<file path="src/rtl/button_conditioner_if.sv">
// Bundle between the raw key pins and the timer core's control strobes.
// Strobes are single-cycle pulses with no back-pressure; the consumer must sample every cycle.
interface button_conditioner_if;
  logic [5:0] i_keys;
  logic       o_start_stop;
  logic       o_select_seconds;
  logic       o_select_minutes;
  logic       o_select_hours;
  logic       o_increment;
  logic       o_save;
  logic [5:0] o_keys_level;
  logic [1:0] o_dbg_state;

  modport slave (
    input  i_keys,
    output o_start_stop, o_select_seconds, o_select_minutes, o_select_hours,
    output o_increment, o_save, o_keys_level, o_dbg_state
  );

  modport master (
    output i_keys,
    input  o_start_stop, o_select_seconds, o_select_minutes, o_select_hours,
    input  o_increment, o_save, o_keys_level, o_dbg_state
  );
endinterface

</file>
<file path="src/rtl/button_conditioner.sv">
// Synchronise, debounce and edge-detect six keys; the increment key also
// gets a hold-to-repeat FSM whose state is visible on o_dbg_state.
module button_conditioner #(
  parameter int unsigned CLOCK_FREQ      = 32'd50_000_000,
  parameter int unsigned DEBOUNCE_MS     = 20,
  parameter int unsigned REPEAT_DELAY_MS = 500,
  parameter int unsigned REPEAT_RATE_MS  = 100,
  parameter bit          REPEAT_EN       = 1'b1,
  parameter bit          ACTIVE_LOW      = 1'b1
) (
  input logic                  clk,
  input logic                  rst,
  button_conditioner_if.slave  io_bus
);

  localparam int unsigned DB_RAW    = CLOCK_FREQ / 1000 * DEBOUNCE_MS;
  localparam int unsigned RD_RAW    = CLOCK_FREQ / 1000 * REPEAT_DELAY_MS;
  localparam int unsigned RR_RAW    = CLOCK_FREQ / 1000 * REPEAT_RATE_MS;
  localparam int unsigned DB_CYCLES = (DB_RAW < 1) ? 1 : DB_RAW;
  localparam int unsigned RD_CYCLES = (RD_RAW < 1) ? 1 : RD_RAW;
  localparam int unsigned RR_CYCLES = (RR_RAW < 1) ? 1 : RR_RAW;
  localparam int unsigned T_MAX     = (RD_CYCLES > RR_CYCLES) ? RD_CYCLES : RR_CYCLES;
  localparam int          CW        = $clog2(DB_CYCLES + 1);
  localparam int          TW        = $clog2(T_MAX + 1);

  localparam logic [CW-1:0] DB_LAST = CW'(DB_CYCLES - 1);
  localparam logic [TW-1:0] RD_LAST = TW'(RD_CYCLES - 1);
  localparam logic [TW-1:0] RR_LAST = TW'(RR_CYCLES - 1);

  typedef enum logic [1:0] {S_IDLE = 2'd0, S_DELAY = 2'd1, S_REPEAT = 2'd2} state_t;

  logic [5:0]    r_sync1;
  logic [5:0]    r_sync2;
  logic [5:0]    r_db;
  logic [5:0]    r_db_q;
  logic [CW-1:0] r_cnt [6];
  logic [5:0]    r_pulse;
  state_t        r_state;
  logic [TW-1:0] r_timer;

  state_t        w_state_nxt;
  logic [TW-1:0] w_timer_nxt;
  logic          w_inc_pulse;
  logic [5:0]    w_rise;

  assign w_rise = r_db & ~r_db_q;

  // Reset clears the synchroniser to "released", so a key held through reset is seen as a fresh press.
  always_ff @(posedge clk or posedge rst) begin
    if (rst) begin
      r_sync1 <= '0;
      r_sync2 <= '0;
      r_db    <= '0;
      r_db_q  <= '0;
      for (int i = 0; i < 6; i++) r_cnt[i] <= '0;
    end else begin
      r_sync1 <= io_bus.i_keys ^ {6{ACTIVE_LOW}};
      r_sync2 <= r_sync1;
      r_db_q  <= r_db;
      for (int i = 0; i < 6; i++) begin
        if (r_sync2[i] == r_db[i]) begin
          r_cnt[i] <= '0;
        end else if (r_cnt[i] == DB_LAST) begin
          r_db[i]  <= r_sync2[i];
          r_cnt[i] <= '0;
        end else begin
          r_cnt[i] <= r_cnt[i] + CW'(1);
        end
      end
    end
  end

  always_ff @(posedge clk or posedge rst) begin
    if (rst) begin
      r_state <= S_IDLE;
      r_timer <= '0;
    end else begin
      r_state <= w_state_nxt;
      r_timer <= w_timer_nxt;
    end
  end

  // A release always beats a timer expiry in the same cycle.
  always_comb begin
    w_state_nxt = r_state;
    w_timer_nxt = r_timer;
    case (r_state)
      S_IDLE: begin
        if (REPEAT_EN && w_rise[4]) begin
          w_state_nxt = S_DELAY;
          w_timer_nxt = RD_LAST;
        end
      end
      S_DELAY, S_REPEAT: begin
        if (!r_db[4]) begin
          w_state_nxt = S_IDLE;
          w_timer_nxt = '0;
        end else if (r_timer == '0) begin
          w_state_nxt = S_REPEAT;
          w_timer_nxt = RR_LAST;
        end else begin
          w_timer_nxt = r_timer - TW'(1);
        end
      end
      default: begin
        w_state_nxt = S_IDLE;
        w_timer_nxt = '0;
      end
    endcase
  end

  always_comb begin
    w_inc_pulse = 1'b0;
    case (r_state)
      S_IDLE:            w_inc_pulse = w_rise[4];
      S_DELAY, S_REPEAT: w_inc_pulse = r_db[4] && (r_timer == '0);
      default:           w_inc_pulse = 1'b0;
    endcase
  end

  always_ff @(posedge clk or posedge rst) begin
    if (rst) begin
      r_pulse <= '0;
    end else begin
      r_pulse    <= w_rise;
      r_pulse[4] <= REPEAT_EN ? w_inc_pulse : w_rise[4];
    end
  end

  assign io_bus.o_start_stop     = r_pulse[0];
  assign io_bus.o_select_seconds = r_pulse[1];
  assign io_bus.o_select_minutes = r_pulse[2];
  assign io_bus.o_select_hours   = r_pulse[3];
  assign io_bus.o_increment      = r_pulse[4];
  assign io_bus.o_save           = r_pulse[5];
  assign io_bus.o_keys_level     = r_db;
  assign io_bus.o_dbg_state      = r_state;

endmodule

</file>
<file path="src/flat_wrapper.sv">
// flat-port wrapper written by rule: the top's interface ports become plain ports
module button_conditioner_flat 
#(
  parameter int unsigned CLOCK_FREQ      = 32'd50_000_000,
  parameter int unsigned DEBOUNCE_MS     = 20,
  parameter int unsigned REPEAT_DELAY_MS = 500,
  parameter int unsigned REPEAT_RATE_MS  = 100,
  parameter bit          REPEAT_EN       = 1'b1,
  parameter bit          ACTIVE_LOW      = 1'b1
)
  (clk, rst, io_bus_i_keys, io_bus_o_start_stop, io_bus_o_select_seconds, io_bus_o_select_minutes, io_bus_o_select_hours, io_bus_o_increment, io_bus_o_save, io_bus_o_keys_level, io_bus_o_dbg_state);
  button_conditioner_if io_bus_i ();
  input logic clk;
  input logic rst;
  input wire logic [$bits(io_bus_i.i_keys)-1:0] io_bus_i_keys;
  output wire logic [$bits(io_bus_i.o_start_stop)-1:0] io_bus_o_start_stop;
  output wire logic [$bits(io_bus_i.o_select_seconds)-1:0] io_bus_o_select_seconds;
  output wire logic [$bits(io_bus_i.o_select_minutes)-1:0] io_bus_o_select_minutes;
  output wire logic [$bits(io_bus_i.o_select_hours)-1:0] io_bus_o_select_hours;
  output wire logic [$bits(io_bus_i.o_increment)-1:0] io_bus_o_increment;
  output wire logic [$bits(io_bus_i.o_save)-1:0] io_bus_o_save;
  output wire logic [$bits(io_bus_i.o_keys_level)-1:0] io_bus_o_keys_level;
  output wire logic [$bits(io_bus_i.o_dbg_state)-1:0] io_bus_o_dbg_state;
  assign io_bus_i.i_keys = io_bus_i_keys;
  assign io_bus_o_start_stop = io_bus_i.o_start_stop;
  assign io_bus_o_select_seconds = io_bus_i.o_select_seconds;
  assign io_bus_o_select_minutes = io_bus_i.o_select_minutes;
  assign io_bus_o_select_hours = io_bus_i.o_select_hours;
  assign io_bus_o_increment = io_bus_i.o_increment;
  assign io_bus_o_save = io_bus_i.o_save;
  assign io_bus_o_keys_level = io_bus_i.o_keys_level;
  assign io_bus_o_dbg_state = io_bus_i.o_dbg_state;
  button_conditioner #(.CLOCK_FREQ(CLOCK_FREQ), .DEBOUNCE_MS(DEBOUNCE_MS), .REPEAT_DELAY_MS(REPEAT_DELAY_MS), .REPEAT_RATE_MS(REPEAT_RATE_MS), .REPEAT_EN(REPEAT_EN), .ACTIVE_LOW(ACTIVE_LOW)) u_core (.clk(clk), .rst(rst), .io_bus(io_bus_i));
endmodule
</file>
<file path="config.mk">
export PLATFORM = sky130hd
export DESIGN_NAME = button_conditioner_flat
export DESIGN_NICKNAME = d
export VERILOG_FILES = /design/src/rtl/button_conditioner_if.sv /design/src/rtl/button_conditioner.sv /design/src/flat_wrapper.sv
export SDC_FILE = /design/constraint.sdc
export NUM_CORES = 1
export LEC_CHECK = 0
export CAP_MARGIN = 10
export CORE_MARGIN = 3
export CORE_UTILIZATION = 40
export CTS_CLUSTER_DIAMETER = 100
export DETAILED_ROUTE_END_ITERATION = 12
export SKIP_LAST_GASP = 1
export SYNTH_ARGS = -nofsm -noshare
export SYNTH_HDL_FRONTEND = slang
export SYNTH_SLANG_ARGS = --single-unit
</file>
<file path="constraint.sdc">
create_clock -name clk -period 6.4 [get_ports clk]
set_input_delay 0.64 -clock clk [delete_from_list [all_inputs] [get_ports clk]]
set_output_delay 0.64 -clock clk [all_outputs]
set_load 0.005 [all_outputs]
</file>
# Yosys cells after proc, flatten, opt, wreduce, memory -nomap -nowiden
# Cells that the tools add are included.
[word_totals]
reg_bits = 177
wordCells = 82
[classes]
n_addsub = 7
eq_ne = 16
n_mux = 21
bitwise = 9
reduce_logical = 11
[ops]
columns = ["cell", "n"]
rows = [
  ["20-bit 2-to-1 mux", 12],
  ["20-bit by 1-bit adder with 20-bit output (second input constant)", 6],
  ["20-bit equality test (second input constant)", 6],
  ["25-bit 2-to-1 mux", 3],
  ["25-bit case mux with 2 select lines", 1],
  ["25-bit zero test", 1],
  ["25-bit by 1-bit subtractor with 25-bit output (second input constant)", 1],
  ["2-bit AND reduction", 7],
  ["6-bit NOT", 2],
  ["6-bit AND", 1],
  ["1-bit equality test", 6],
  ["2-bit 2-to-1 mux", 3],
  ["1-bit NOT", 6],
  ["2-bit case mux with 2 select lines", 1],
  ["3-bit inequality test (second input constant)", 1],
  ["2-bit by 1-bit equality test with 1-bit output (second input constant)", 1],
  ["2-bit equality test (second input constant)", 1],
  ["2-bit zero test", 1],
  ["2-bit by 1-bit inequality test with 1-bit output (second input constant)", 1],
  ["1-bit case mux with 2 select lines", 1],
  ["2-bit OR reduction", 1],
  ["1-bit logical AND", 1],
]

# Depth between registers and ports, before layout
# Gate-level depths: netlist of run 1.
[depth]
word_depth = 4
mapped_depth = 9

# Worst setup path before layout of run 1
# No wires, ideal clock.
[synth_timing]
path_type = "reg-to-reg"
from = "register u_core.r_timer[7]"
to = "register u_core.r_timer[17]"
t_arrival_ns = 2.248
t_required_ns = 6.321
setup_slack_ns = 4.072
path_stages_with_launch = 7
period_less_slack_ns = 2.328
path_cell_list = "dfrtp_1 -> or4_1 -> buf_6 -> or2_4 -> or4_4 -> or3_1 -> mux2i_1"
[synth_via]
elab_chain_len = 4
[synth_lines]
columns = ["element", "line_no", "text"]
rows = [
  ["start, declared", "button_conditioner.sv:39", "logic [TW-1:0] r_timer;"],
  ["start signal, assigned", "button_conditioner.sv:79", "r_timer <= w_timer_nxt;"],
  ["25-bit by 1-bit subtractor with 25-bit output / 25-bit zero test (equally long branches)", "button_conditioner.sv:102, button_conditioner.sv:98", ""],
  ["25-bit 2-to-1 mux (*)", "button_conditioner.sv:98", "end else if (r_timer == '0) begin"],
  ["25-bit 2-to-1 mux (*)", "button_conditioner.sv:95", "if (!r_db[4]) begin"],
  ["25-bit case mux with 2 select lines (*)", "button_conditioner.sv:87", "case (r_state)"],
]
# Every way passes the cells marked *; elsewhere a longest branch is shown, timed or not.
# A chain may end at the register's enable or synchronous reset.

# Worst setup path in the final report of run 1
[layout_timing]
from = "register u_core.r_timer[7]"
to = "register u_core.r_timer[21]"
# The elaborated chain is that of the path after synthesis.

==> results of run 1 <==
-- worst max-delay path by stage --
stage	start	slack (ps)	end	cells past startpoint
finish	u_core.r_timer[7]	3490	u_core.r_timer[21]	5
global route	u_core.r_timer[7]	3280	u_core.r_timer[21]	5
CTS	u_core.r_timer[7]	3500	u_core.r_timer[21]	5
detailed placement	u_core.r_timer[7]	3500	u_core.r_timer[21]	5
global placement	u_core.r_timer[7]	3560	u_core.r_timer[21]	5
floorplan	rst	960	u_core.io_bus.o_dbg_state[0]	1
-- layer usage --
metal	vias to the layer above	wire length, um	global-route usage, %	share of wire, %
met2	55	6720	22.2	45
li1	2919	-	-	-
met4	0	159	4.71	1.1
met5	-	0	0	0
met3	10	380	3.34	2.6
met1	2733	7560	19.8	51
-- Yosys cell counts, drive strengths merged, types with 5 or more instances --
library cell  instances
and2                  5
nand2                54
or3                   8
nor4b                 6
nor3                 23
and4                 12
a21oi                13
inv                  25
a211o                 5
or2                   8
nor4                 21
dfrtp               177
xnor2                45
nand4                26
nor2                152
nor2b                 7
a31oi                11
o21ai                18
clkbuf               25
xor2                 70
and3                 16
ha                    9
mux2                  5
nand3                53
-- sequential cells by signal, summed over array words and instances, names as in the netlist --
name,count
u_core.r_sync2,6
u_core.r_db_q,6
u_core.r_sync1,6
u_core.r_cnt,120
u_core.io_bus.o_keys_level,6
u_core.r_timer,25
u_core.io_bus.o_dbg_state,2
u_core.r_pulse,6
-- stage by stage --
stage,setup WS [ps],std cells
6_report,3490,1137
5_1_grt,3280,1137
4_1_cts,3500,1137
3_5_place_dp,3500,1105
3_3_place_gp,3560,1105
2_1_floorplan,958,838
-- critical path, stage by stage (launching register included) --
cell	delay, ps
dfrtp_1	430
or4_1	720
nor3_1	290
nand4_1	670
a41o_1	480
a31o_2	210
-- area by class of cell --
| cell class | count | area [sq um] | share of cell area, % |
|---|---|---|---|
| sequential | 177 | 4430 | 47.1 |
| multi-input combinational | 607 | 3680 | 39.2 |
| clock buffer | 20 | 457 | 4.86 |
| tap | 270 | 338 | 3.59 |
| timing repair buffer | 26 | 248 | 2.64 |
| clock inverter | 12 | 146 | 1.56 |
| inverter | 25 | 98.8 | 1.05 |
-- report_power, final --
| group | internal (W) | total [W] | switching, W |
|---|---|---|---|
| Clock | 0.000607 | 0.00106 | 0.000450 |
| Sequential | 0.00113 | 0.00114 | 0.0000109 |
| Combinational | 0.0000157 | 0.0000588 | 0.0000431 |
| Total | 0.00175 | 0.00226 | 0.000504 |
-- kinds of logic (layout without fill, tap and decap cells) --
group	Yosys count	count (layout)	share of synthesized area, %
buffers and inverters	54	83	2.60
adders and majority gates	9	9	1.35
xor gates and xnor gates	115	115	12.1
DFF	177	177	53.2
muxes	7	7	0.917
AOI/OAI and AO/OA	67	67	5.28
and+or+nand+nor	409	409	24.6
==> impl_metrics.env, run 1 <==
export IMPL_cp_arrival_ps=3220
export IMPL_fp_row_count=52
export IMPL_yosys_cell_types_count=53
export IMPL_numPortBuffers=21
export IMPL_clkLatencyLatePin_ps=420
export IMPL_synth_avg_cell_area_sq_um=9.93
export IMPL_drv_cap=0
export IMPL_via_per_inst=5.03
export IMPL_gr_usage_all_layers_pct=14.3
export IMPL_nNetsFinal=871
export IMPL_overflow=0
export IMPL_status="finished, final reports clean"
export IMPL_synth_top_area_share_pct=53.2
export IMPL_hold_class="reg -> reg"
export IMPL_cp_data_required_time_ps=6710
export IMPL_cellPowerDensity_nw_per_um2=240
export IMPL_fmax_mhz=344
export IMPL_cts_tree="done"
export IMPL_synthArstFlopShare_pct=100
export IMPL_final_common_cell="dfrtp_1"
export IMPL_slew_limit_headroom_pct=46.7
export IMPL_r2r_cells=5
export IMPL_yosysWarnings=0
export IMPL_tightest_slew_ps=798
export IMPL_dr_pass1_iters=4
export IMPL_core_sq_um=20400
export IMPL_synth_nets=855
export IMPL_vdd_ir_drop_max_v=0.000153
export IMPL_hold_violations=0
export IMPL_yosysTopAreaCell="dfrtp_1"
export IMPL_ys_seq_area_share_pct=53.2
export IMPL_mostFrequentLayoutCells="dfrtp_1 (177), nor2_1 (152), xor2_1 (70)"
export IMPL_rsz0062_at_grt="no"
export IMPL_clockRootBuffer="clkbuf_16"
export IMPL_syn_inst=838
export IMPL_timing_final_crit_share_pct=45.4
export IMPL_place_area_sq_um=8800
export IMPL_ys_seq_elements=177
export IMPL_ys_flop_type="dfrtp_1"
export IMPL_fillers=1893
export IMPL_die_y_um=150
export IMPL_hold_start="u_core.r_sync1[1]"
export IMPL_fin_util_pct=46.2
export IMPL_whs_ps=350
export IMPL_grt_first_pass_wirelength_um=26700
export IMPL_final_area_sq_um=9400
export IMPL_holdPathStages=0
export IMPL_antenna_found_initial=0
export IMPL_end_kind="flip-flop"
export IMPL_fin_tns_setup_ps=0
export IMPL_syn_area_sq_um=8330
export IMPL_grt_max_degree=73
export IMPL_ios=22
export IMPL_post_cts_setup_buffer_count=0
export IMPL_r2r_end="u_core.r_timer[21]"
export IMPL_post_route_drc_count=0
export IMPL_setup_viol=0
export IMPL_cts_buffers=17
export IMPL_min_period_ps=2910
export IMPL_cts_htree_levels=4
export IMPL_dieArea_sq_um=22600
export IMPL_drive_gt1_share_pct=6.46
export IMPL_chipWidth_um=150
export IMPL_worst_clock_skew_ps=7.19
export IMPL_path_class="reg -> reg"
export IMPL_synth_area_leaders="dfrtp_1 (53%), xor2_1 (7.4%), nor2_1 (6.9%), xnor2_1 (4.7%), nand3_1 (3.2%)"
export IMPL_grt_pass1_vias=5637
export IMPL_wire_per_inst_um=13.0
export IMPL_p_total_w=0.00226
export IMPL_gp_congestion=0.761
export IMPL_start_util_pct=40.9
export IMPL_routed_wl_um=14800
export IMPL_worst_r2r_setup_slack_ps=3490
export IMPL_area_delta_synth_final_pct=12.9
export IMPL_drtIter0Drc=380
export IMPL_hold_buffers=0
export IMPL_dp_final_hpwl_um=9660
export IMPL_hold_path_endpoint="u_core.r_sync2[1]"
export IMPL_cts_sinks=177
export IMPL_startpoint_type="flip-flop"
export IMPL_post_cts_resized=0
export IMPL_vias=5717
export IMPL_clkTransAtPathRegs_ps=70
export IMPL_n_antenna_cell=0
export IMPL_r2r_start="u_core.r_timer[7]"
export IMPL_ant_nets=0
export IMPL_clk_path_buf_depth=2
export IMPL_slew_violations=0
export IMPL_synth_edf_count=0
export IMPL_p_leak_nw=4.14
export IMPL_cp_max_fo=17
Note: power is estimated with default switching activity, not from simulation.
==> run 2, diff against run 1 <==
==> constraint.sdc (replaced) <==
create_clock -name clk -period 2.7 [get_ports clk]
set_input_delay 0.27 -clock clk [delete_from_list [all_inputs] [get_ports clk]]
set_output_delay 0.27 -clock clk [all_outputs]
set_load 0.005 [all_outputs]
==> impl_metrics.env, run 2 (synthesis results as in run 1) <==
export IMPL_status="finished, final reports clean"
export IMPL_vdd_ir_drop_max_v=0.000396
export IMPL_end_kind="flip-flop"
export IMPL_drv_cap=0
export IMPL_critical_path_top_delay_family="simple AND/OR/NAND/NOR gates"
export IMPL_clkLatencyLatePin_ps=430
export IMPL_core_sq_um=20400
export IMPL_numPortBuffers=21
export IMPL_post_route_drc_count=0
export IMPL_clockRootBuffer="clkbuf_16"
export IMPL_chipWidth_um=150
export IMPL_largest_register="u_core.r_cnt"
export IMPL_grt_pass1_vias=5945
export IMPL_startpoint_type="flip-flop"
export IMPL_crit_chain="or4_1, or2_4, or4_4, or3_1, mux2i_1"
export IMPL_gp_congestion=0.771
export IMPL_path_class="reg -> reg"
export IMPL_p_comb_share_pct=2.9
export IMPL_cp_slowest_cell="or4_1"
export IMPL_via_per_inst=5.16
export IMPL_cp_arrival_ps=2870
export IMPL_ios=22
export IMPL_hold_buffers=0
export IMPL_cp_data_required_time_ps=3050
export IMPL_final_common_cell="dfrtp_1"
export IMPL_hold_class="in -> async"
export IMPL_critPathLaunch="u_core.r_timer[8]"
export IMPL_cts_buffers=17
export IMPL_overflow=0
export IMPL_met1_usage_pct=20.3
export IMPL_n_antenna_cell=0
export IMPL_wire_per_inst_um=13.4
export IMPL_fmax_mhz=397
export IMPL_cts_htree_levels=4
export IMPL_rsz0062_at_grt="no"
export IMPL_fp_row_count=52
export IMPL_use_met3_pct=3.34
export IMPL_nNetsFinal=881
export IMPL_fin_util_pct=46.6
export IMPL_slowest_delay_ps=710
export IMPL_vias=5918
export IMPL_drive_gt1_share_pct=7.64
export IMPL_timing_final_crit_share_pct=93.3
export IMPL_post_cts_setup_buffer_count=0
export IMPL_fin_tns_setup_ps=0
export IMPL_clk_path_buf_depth=2
export IMPL_intPower_w=0.00406
export IMPL_largestRegisters="u_core.r_cnt x120, u_core.r_timer x25"
export IMPL_ant_nets=0
export IMPL_pwr_share_clk_pct=46.0
export IMPL_grt_use_met2_pct=22.9
export IMPL_seqPwrFrac_pct=51.1
export IMPL_gr_usage_all_layers_pct=14.7
export IMPL_cp_max_fo=9
export IMPL_cp_num_buf_inv=0
export IMPL_slew_limit_headroom_pct=49.6
export IMPL_start_util_pct=40.9
export IMPL_dp_final_hpwl_um=9970
export IMPL_dr_pass1_iters=4
export IMPL_area_delta_synth_final_pct=14.0
export IMPL_cellPowerDensity_nw_per_um2=558
export IMPL_worst_clock_skew_ps=11.3
export IMPL_post_cts_resized=0
export IMPL_slew_violations=0
export IMPL_setup_viol=0
export IMPL_hold_violations=0
export IMPL_drtIter0Drc=247
export IMPL_cts_tree="done"
export IMPL_min_period_ps=2520
export IMPL_switching_share_pct=23.4
export IMPL_mostFrequentLayoutCells="dfrtp_1 (177), nor2_1 (152), xor2_1 (70)"
export IMPL_grt_first_pass_wirelength_um=27300
export IMPL_busiest_layer="met2"
export IMPL_r2r_start="u_core.r_timer[8]"
export IMPL_p_leak_nw=4.18
export IMPL_clkTransAtPathRegs_ps=70
export IMPL_largest_reg_flops=120
export IMPL_cts_sinks=177
export IMPL_die_y_um=150
export IMPL_grt_max_degree=66
export IMPL_tightest_slew_ps=749
export IMPL_fillers=1918
export IMPL_dieArea_sq_um=22600
export IMPL_p_sw_w=0.00124
export IMPL_routed_wl_um=15400
export IMPL_antenna_found_initial=0
export IMPL_whs_ps=166
-- run 2: cell types whose count changed in the layout (fill, tap and decap cells not counted) --
cell        previous run  this run
buf_4                  5        12
clkinvlp_4             0         4
buf_12                 0         3
clkinv_4               4         1
inv_8                  1         3
bufinv_16              2         1
clkbuf_1               1         0
clkbuf_8               2         1
-- run 2: worst register-to-register path: stages, from the launching register on --
cell	delay, ps
dfrtp_1	450
or4_1	710
or2_4	340
or4_4	510
or3_1	310
mux2i_1	120
-- run 2: power groups by stage --
stage	Sequential (W)	Combinational (W)	Clock, W
2_1_floorplan	0.00275	0.000107	0
3_3_place_gp	0.00276	0.000161	0
3_5_place_dp	0.00276	0.000163	0
4_1_cts	0.00271	0.000164	0.00252
5_1_grt	0.00271	0.000185	0.00265
6_report	0.00271	0.000156	0.00244
-- run 2: path summary, 6_finish.rpt --
path / end / depth (start not counted) / slack (ps)
hold reg to reg: u_core.r_sync2[1] / 0 / 350
setup reg to reg: u_core.r_timer[17] / 5 / 180
min in group clk: u_core.r_sync1[0] / 2 / 310
setup / recovery: u_core.r_timer[17] / 5 / 180
hold / removal: u_core.r_cnt[71] / 2 / 170
max in group asynchronous: u_core.r_cnt[107] / 4 / 1760
-- run 2: stage by stage --
stage                     power, W  cells  instance area [sq um]  worst slack, ps
after floorplan            0.00286    838                   8330              163
after global placement     0.00292   1115                   8910              248
after detailed placement   0.00292   1115                   8910              229
after CTS                  0.00539   1147                   9490              200
after global routing       0.00555   1147                   9490             86.5
final                      0.00530   1147                   9490              180
-- run 2: layout make-up --
class	instances	area (sq um)	area share, %
Clock buffer	18	439	4.63
Clock inverter	14	144	1.52
Inverter	25	97.6	1.03
Multi-Input combinational cell	607	3680	38.8
Sequential cell	177	4430	46.7
Tap cell	270	338	3.56
Timing Repair Buffer	36	360	3.80
-- run 2: per-layer routing --
| metal | vias up | part of all wire (%) |
|---|---|---|
| li1 | 2931 | - |
| met1 | 2917 | 50 |
| met2 | 57 | 46 |
| met3 | 13 | 2.3 |
| met4 | 0 | 1.4 |
| met5 | - | 0 |
